===== config.mk =====
export PLATFORM = sky130hd
export DESIGN_NAME = ring_router_demux_flat
export DESIGN_NICKNAME = d
export VERILOG_FILES = /design/src/rtl/ring_router_demux_pkg.sv /design/src/rtl/ring_router_demux_if.sv /design/src/rtl/ring_router_demux_oreg.sv /design/src/rtl/ring_router_demux.sv /design/src/flat_wrapper.sv
export SDC_FILE = /design/constraint.sdc
export NUM_CORES = 1
export LEC_CHECK = 0
export CELL_PAD_IN_SITES_DETAIL_PLACEMENT = 1
export CELL_PAD_IN_SITES_GLOBAL_PLACEMENT = 2
export CORE_MARGIN = 2
export CORE_UTILIZATION = 28
export DETAILED_ROUTE_END_ITERATION = 8
export HOLD_SLACK_MARGIN = 0.03
export PLACE_DENSITY_LB_ADDON = 0.08
export SLEW_MARGIN = 20
export SYNTH_ARGS = -nofsm -noshare
export SYNTH_HDL_FRONTEND = slang
export SYNTH_SLANG_ARGS = --single-unit

===== constraint.sdc =====
create_clock -name clk -period 3.3 [get_ports clk]
set_clock_uncertainty 0.1 [all_clocks]
set_input_delay 0.66 -clock clk [delete_from_list [all_inputs] [get_ports clk]]
set_output_delay 0.66 -clock clk [all_outputs]
set_load 0.01 [all_outputs]

===== src/rtl/ring_router_demux_pkg.sv =====
// Shared types for the ring router ingress demux: flit width and the
// destination-match helper used when a packet header arrives.
package ring_router_demux_pkg;

    localparam int DATA_W = 16;

    typedef logic [DATA_W-1:0] flit_data_t;

    function automatic logic isLocalDest(input flit_data_t dest, input flit_data_t id);
        return dest == id;
    endfunction

endpackage


===== src/rtl/ring_router_demux_if.sv =====
// DII stream channel: one flit per valid/ready handshake, with packet
// boundaries marked by first/last.
interface dii_channel;
    import ring_router_demux_pkg::*;

    logic       valid;
    logic       ready;
    flit_data_t data;
    logic       first;
    logic       last;

    modport master (output valid, data, first, last, input ready);
    modport slave  (input valid, data, first, last, output ready);

endinterface


===== src/rtl/ring_router_demux_oreg.sv =====
// One-flit output register slice: fully registered outputs, and it can take
// a new flit in the same cycle the held one drains.
module ring_router_demux_oreg
    import ring_router_demux_pkg::*;
(
    input  logic       clk,
    input  logic       rst,
    input  logic       load_i,
    input  flit_data_t data_i,
    input  logic       first_i,
    input  logic       last_i,
    output logic       canTake_o,
    dii_channel.master out_o
);

    logic       valid_q;
    flit_data_t data_q;
    logic       first_q;
    logic       last_q;

    // load is only raised when canTake_o is high, so a held flit is never overwritten
    always_ff @(posedge clk) begin
        if (rst) begin
            valid_q <= 1'b0;
            data_q  <= '0;
            first_q <= 1'b0;
            last_q  <= 1'b0;
        end else if (load_i) begin
            valid_q <= 1'b1;
            data_q  <= data_i;
            first_q <= first_i;
            last_q  <= last_i;
        end else if (out_o.ready) begin
            valid_q <= 1'b0;
        end
    end

    assign canTake_o   = !valid_q || out_o.ready;
    assign out_o.valid = valid_q;
    assign out_o.data  = data_q;
    assign out_o.first = first_q;
    assign out_o.last  = last_q;

endmodule


===== src/rtl/ring_router_demux.sv =====
// Ingress demux of a ring router: steers whole packets (wormhole) either to
// the local endpoint or back onto the ring, based on the header flit.
module ring_router_demux
    import ring_router_demux_pkg::*;
#(
    parameter flit_data_t ID = 16'h0000
) (
    input  logic       clk,
    input  logic       rst,
    dii_channel.slave  in_i,
    dii_channel.master out_local_o,
    dii_channel.master out_ring_o
);

    typedef enum logic [1:0] {
        IDLE,
        WORM_LOCAL,
        WORM_RING
    } state_t;

    state_t state_q;
    state_t state_d;
    logic   inReady;
    logic   loadLocal;
    logic   loadRing;
    logic   localCanTake;
    logic   ringCanTake;

    always_ff @(posedge clk) begin
        if (rst) begin
            state_q <= IDLE;
        end else begin
            state_q <= state_d;
        end
    end

    // Orphan flits in IDLE are swallowed so the stream resyncs on the next header
    always_comb begin
        state_d   = state_q;
        inReady   = 1'b0;
        loadLocal = 1'b0;
        loadRing  = 1'b0;
        case (state_q)
            IDLE: begin
                if (in_i.valid) begin
                    if (!in_i.first) begin
                        inReady = 1'b1;
                    end else if (isLocalDest(in_i.data, ID)) begin
                        inReady   = localCanTake;
                        loadLocal = localCanTake;
                        if (localCanTake && !in_i.last) begin
                            state_d = WORM_LOCAL;
                        end
                    end else begin
                        inReady  = ringCanTake;
                        loadRing = ringCanTake;
                        if (ringCanTake && !in_i.last) begin
                            state_d = WORM_RING;
                        end
                    end
                end
            end
            WORM_LOCAL: begin
                inReady   = localCanTake;
                loadLocal = in_i.valid && localCanTake;
                if (loadLocal && in_i.last) begin
                    state_d = IDLE;
                end
            end
            WORM_RING: begin
                inReady  = ringCanTake;
                loadRing = in_i.valid && ringCanTake;
                if (loadRing && in_i.last) begin
                    state_d = IDLE;
                end
            end
            default: begin
                state_d = IDLE;
            end
        endcase
    end

    assign in_i.ready = inReady;

    ring_router_demux_oreg uLocalReg (
        .clk       (clk),
        .rst       (rst),
        .load_i    (loadLocal),
        .data_i    (in_i.data),
        .first_i   (in_i.first),
        .last_i    (in_i.last),
        .canTake_o (localCanTake),
        .out_o     (out_local_o)
    );

    ring_router_demux_oreg uRingReg (
        .clk       (clk),
        .rst       (rst),
        .load_i    (loadRing),
        .data_i    (in_i.data),
        .first_i   (in_i.first),
        .last_i    (in_i.last),
        .canTake_o (ringCanTake),
        .out_o     (out_ring_o)
    );

endmodule


===== src/flat_wrapper.sv =====
// flat-port wrapper written by rule: the top's interface ports become plain ports
module ring_router_demux_flat import ring_router_demux_pkg::*;
#(
    parameter flit_data_t ID = 16'h0000
)
  (clk, rst, in_i_valid, in_i_data, in_i_first, in_i_last, in_i_ready, out_local_o_valid, out_local_o_data, out_local_o_first, out_local_o_last, out_local_o_ready, out_ring_o_valid, out_ring_o_data, out_ring_o_first, out_ring_o_last, out_ring_o_ready);
  dii_channel in_i_i ();
  dii_channel out_local_o_i ();
  dii_channel out_ring_o_i ();
  input  logic clk;
  input  logic rst;
  input wire logic [$bits(in_i_i.valid)-1:0] in_i_valid;
  input wire logic [$bits(in_i_i.data)-1:0] in_i_data;
  input wire logic [$bits(in_i_i.first)-1:0] in_i_first;
  input wire logic [$bits(in_i_i.last)-1:0] in_i_last;
  output wire logic [$bits(in_i_i.ready)-1:0] in_i_ready;
  output wire logic [$bits(out_local_o_i.valid)-1:0] out_local_o_valid;
  output wire logic [$bits(out_local_o_i.data)-1:0] out_local_o_data;
  output wire logic [$bits(out_local_o_i.first)-1:0] out_local_o_first;
  output wire logic [$bits(out_local_o_i.last)-1:0] out_local_o_last;
  input wire logic [$bits(out_local_o_i.ready)-1:0] out_local_o_ready;
  output wire logic [$bits(out_ring_o_i.valid)-1:0] out_ring_o_valid;
  output wire logic [$bits(out_ring_o_i.data)-1:0] out_ring_o_data;
  output wire logic [$bits(out_ring_o_i.first)-1:0] out_ring_o_first;
  output wire logic [$bits(out_ring_o_i.last)-1:0] out_ring_o_last;
  input wire logic [$bits(out_ring_o_i.ready)-1:0] out_ring_o_ready;
  assign in_i_i.valid = in_i_valid;
  assign in_i_i.data = in_i_data;
  assign in_i_i.first = in_i_first;
  assign in_i_i.last = in_i_last;
  assign in_i_ready = in_i_i.ready;
  assign out_local_o_valid = out_local_o_i.valid;
  assign out_local_o_data = out_local_o_i.data;
  assign out_local_o_first = out_local_o_i.first;
  assign out_local_o_last = out_local_o_i.last;
  assign out_local_o_i.ready = out_local_o_ready;
  assign out_ring_o_valid = out_ring_o_i.valid;
  assign out_ring_o_data = out_ring_o_i.data;
  assign out_ring_o_first = out_ring_o_i.first;
  assign out_ring_o_last = out_ring_o_i.last;
  assign out_ring_o_i.ready = out_ring_o_ready;
  ring_router_demux #(.ID(ID)) u_core (.clk(clk), .rst(rst), .in_i(in_i_i), .out_local_o(out_local_o_i), .out_ring_o(out_ring_o_i));
endmodule

# Yosys cells after proc, flatten, opt, wreduce, memory -nomap -nowiden
# Index checks and enable logic that the tools add are counted.
# W data, S select, Z words.
# classes
n_eq_ne	8
mux	24
n_reduce_logical	16
# op_table
op	count
$logic_not A16 Y1	1
$mux W2	7
$mux W1	13
$logic_and A1 B1 Y1	6
$pmux W2 S3	1
$reduce_and A6 Y1	1
$ne A2 B1 Y1 const B	2
$ne A2 B2 Y1 const B	2
$pmux W1 S2	2
$reduce_bool A2 Y1	2
$logic_not A1 Y1	3
$ne A3 B1 Y1 const B	1
$ne A3 B3 Y1 const B	1
$pmux W1 S3	1
$eq A2 B1 Y1 const B	1
$eq A2 B2 Y1 const B	1
$logic_not A2 Y1	1
$logic_or A1 B1 Y1	2
# word_totals
regBits	40
wordCells	57
out_inout_bits	39

# Depth between registers and ports, before layout
# logic_depth
depth_word	8
depth_mapped	7
ltp_nobuf	4

# Cells and area by module
# A second synthesis with hierarchy kept.
# hier_totals
hier_cells	155
hier_area_um2	1587.8
# modules_own_cells
module	instances	area_each_um2	cells_per_inst
ring_router_demux_oreg	2	684.4	62
ring_router_demux	1	219.0	31

# Least setup slack after synthesis
# No wires, ideal clock.
# synth_timing
path_type	in2out
startpoint	input port in_i_data[15]
endpoint	output port in_i_ready
path_slack_ns	0.944
arrival_ns	1.596
path_stages	5
t_required_ns	2.540
path_cell_list	nor4_1 -> and4_2 -> buf_2 -> mux2i_1 -> nor2_1
# synth_between
elab_chain_len	5
# synth_rtl
item	line_no	source
start, declared	flat_wrapper.sv:13	input wire logic [$bits(in_i_i.data)-1:0] in_i_data;
$logic_not A16 Y1	ring_router_demux_pkg.sv:10	return dest == id;
$mux W1	ring_router_demux.sv:48	end else if (isLocalDest(in_i.data, ID)) begin
$mux W1	ring_router_demux.sv:46	if (!in_i.first) begin
$mux W1	ring_router_demux.sv:45	if (in_i.valid) begin
$pmux W1 S3	ring_router_demux.sv:43	case (state_q)
end, declared	flat_wrapper.sv:16	output wire logic [$bits(in_i_i.ready)-1:0] in_i_ready;
# Every way passes these cells.

# Worst setup path after layout
# layout_timing
startpoint	input port in_i_data[4]
endpoint	output port in_i_ready
# The elaborated chain is that of the path after synthesis.

==> summary.txt <==
Run status
  • Run status: complete, no violations

CTS
  • Clock Path Buffers: 2
  • CTS H-tree depth: 2
  • Worst-Skew Late Latency: 290 ps
  • Num CTS Buffers: 5
  • CTS root buffer: clkbuf_8
  • Postcts setup bufs: 0
  • Sink Count: 40
  • Worst-path clk slew: roughly 80 ps
  • CTS tree: built

Floorplanning
  • Die footprint: around 6200 um^2
  • Initial Util: 0.288
  • Rows: 27
  • Die height: between 70 and 80 um
  • Area of the core region: between 5000 and 6000 um^2
  • Die W: between 70 and 80 um
  • Io pins: 62

Synthesis
  • Number of synthesized flops with an enable pin: 0
  • Post-synthesis sequential area ratio: 0.512
  • Yosys warns: 0
  • Most common flop cell mapped by yosys: dfxtp_1
  • Top cells by area, synth: dfxtp_1 (51%), a22o_1 (15%), a22o_2 (5.1%)
  • Synth Instances: ~140
  • Synth Net Count: between 150 and 200
  • Synthesized cell area: approximately 1600 um^2
  • Synth async-reset ratio: 0
  • Count leader, synth: dfxtp_1
  • Post-synth top cells: dfxtp_1 (40), a22o_1 (26), a22o_2 (8)
  • Yosys cell types: 30
  • Top cell type's share of synthesized area: 0.512
  • Yosys top cell by area: dfxtp_1
  • Avg Inst Size Synth: between 10 and 15 um^2
  • Yosys reg bits: 40

Layout
  • Final net count: around 230
  • Multi-input gate area: slightly below 700 um^2
  • Core Util, Final: 0.444
  • Diode count: 0
  • # fillers: 590
  • Synth-to-Final Area Change: 54.2%
  • Share of layout cells above drive strength 1: 0.190
  • Finished Cell Area: about 2400 um^2
  • Register Area: about 800 um^2

Timing
  • Max Clock Freq: 0.317 GHz
  • Final setup vio count: 0
  • Fin. max-slew vios: 0
  • Hold Vio Cnt, Final: 0
  • RSZ-0062 raised after global routing: false
  • Worst-Margin Slew: approximately 830 ps
  • Tcrit/Tclk final: 0.955
  • Normalized max-slew margin: 0.443
  • Fin crit period: 3150 ps

Power and ir drop
  • P_leak: a little under 0.9 nW
  • Clock Power Share: 0.336
  • Psw: 0.236 mW
  • Switching share of total power: 0.241
  • Cell-internal power: around 0.74 mW
  • Worst VDD drop: about 0.26 mV
  • Sequential Power Share: 0.519
  • Combinational share of power: 0.145
  • Pwr dens: roughly 400 nW/um^2

GRT
  • Vias in the first global route: around 1600
  • Largest net degree at the start of global routing: 18
  • Total track usage: 0.167
  • Initial antenna violation count: 0
  • Total grt overflow: 0
  • First-pass GRT wire length: 8080 um

Worst setup path
  • Reg2reg start: u_core.uRingReg.out_o.valid
  • Setup crit end kind: output pin
  • CP Max Fanout: 2
  • WP data arrival: 2390 ps
  • Worst Path Required: approximately 2500 ps
  • Critical Path Source: in_i_data[4]
  • Setup crit start kind: primary input
  • CP Class: primary input to output pin

Route
  • DRT Pass-1 Iters: 4
  • Vias per cell: approximately 5
  • Wirelength per Cell: 17.3 um
  • Antenna Violating Nets Remaining: 0
  • Final wirelength: around 4900 um
  • DRC Markers: 0
  • Drt initial violations: 38
  • Vias: 1431

Place
  • Area post-placement: between 2000 and 2500 um^2
  • Final Wtd Congestion: 0.791
  • Port bufs: 61
  • Placed wire-length estimate: roughly 3500 um

Worst hold path
  • Hold crit path type: register to register
  • Critical hold path startpoint: u_core.uLocalReg.out_o.data[13]

Job
  • Max Cap Viol: 0
==> worst max-delay path, stage by stage <==
cell and delay [ps]:
clkdlybuf4s50_1 430, nor4_2 330, buf_4 160, and4_2 250, mux2i_1 220, nor2_1 60
dlygate4sd2_1 280
==> logic make-up after synthesis <==
kind of cell / after synthesis / share of synthesized area
compound gates: 54 / 0.299
simple gates: 26 / 0.111
buf+inv: 13 / 0.0648
mux: 2 / 0.0128
flops: 40 / 0.512
==> layout make-up <==
class,instances,share of cell area
flip-flops and latches,40,0.332
repair buffers,77,0.302
multi-input cells,82,0.285
well taps,72,0.0373
clock buffers,6,0.0342
inverters,3,0.00467
clock inverters,2,0.00415
==> timing repair <==
item / CTS / global route
hold buffers: 0 / 0
gates resized for setup: 4 / 0
endpoints found under the hold margin: 0 / 0
endpoints found under the setup margin: 1 / 0
==> metal layers <==
layer,up-vias,track usage,wire (um)
met2,33,0.280,2470
met4,0,0.0474,57
met3,6,0.0557,282
met1,713,0.203,2060
li1,679,-,-
met5,-,0,0
==> path summary, 6_finish.rpt <==
| kind | to | slack [ps] | cells after the start |
|---|---|---|---|
| max | in_i_ready | 150 | 7 |
| min | u_core.uLocalReg.out_o.data[13] | 380 | 1 |
| max reg2reg | u_core.uRingReg.out_o.data[3] | 1280 | 4 |
| min reg2reg | u_core.uLocalReg.out_o.data[13] | 380 | 1 |
==> stage by stage <==
stage / hold slack, ps / std cells / power [mW] / setup slack [ps] / TNS [ps]
CTS: 384 / 282 / 0.995 / 155 / 0
detailed placement: 359 / 274 / 0.662 / -74.1 / -74.1
finish: 379 / 282 / 0.979 / 148 / 0
floorplan: 404 / 135 / 0.575 / 944 / 0
global placement: 360 / 274 / 0.657 / -80.0 / -80.0
global route: 397 / 282 / 1.03 / 7.85 / 0
==> power by group through the flow <==
stage | Combinational [mW] | Sequential, mW | Clock (mW)
floorplan | 0.0504 | 0.525 | 0
global placement | 0.138 | 0.519 | 0
detailed placement | 0.142 | 0.520 | 0
CTS | 0.144 | 0.509 | 0.342
global route | 0.153 | 0.511 | 0.369
finish | 0.142 | 0.509 | 0.329
==> cells in the final DEF (no fill, tap or decap), types with 2 or more instances in the layout <==
cell and n:
clkinv_2 2, o2111ai_1 2, inv_1 3, dfxtp_1 40, mux2i_1 2, a22o_2 8
nor4_2 4, o211ai_1 3, nand2_1 3, nand4_1 4, a211oi_1 2, a31oi_1 4
o311a_1 2, clkbuf_8 6, nor2_1 5, buf_4 16, clkdlybuf4s50_1 60, a22o_1 26
a21oi_1 2, nand2b_1 4
==> registers in the layout, summed over array words and instances (netlist names) <==
name / flops
u_core.uRingReg.out_o.last: 1
u_core.state_q: 2
u_core.uLocalReg.out_o.last: 1
u_core.uRingReg.out_o.data: 16
u_core.uLocalReg.out_o.first: 1
u_core.uRingReg.out_o.first: 1
u_core.uRingReg.out_o.valid: 1
u_core.uLocalReg.out_o.data: 16
u_core.uLocalReg.out_o.valid: 1
No activity file was read; power rests on OpenSTA's default activity.
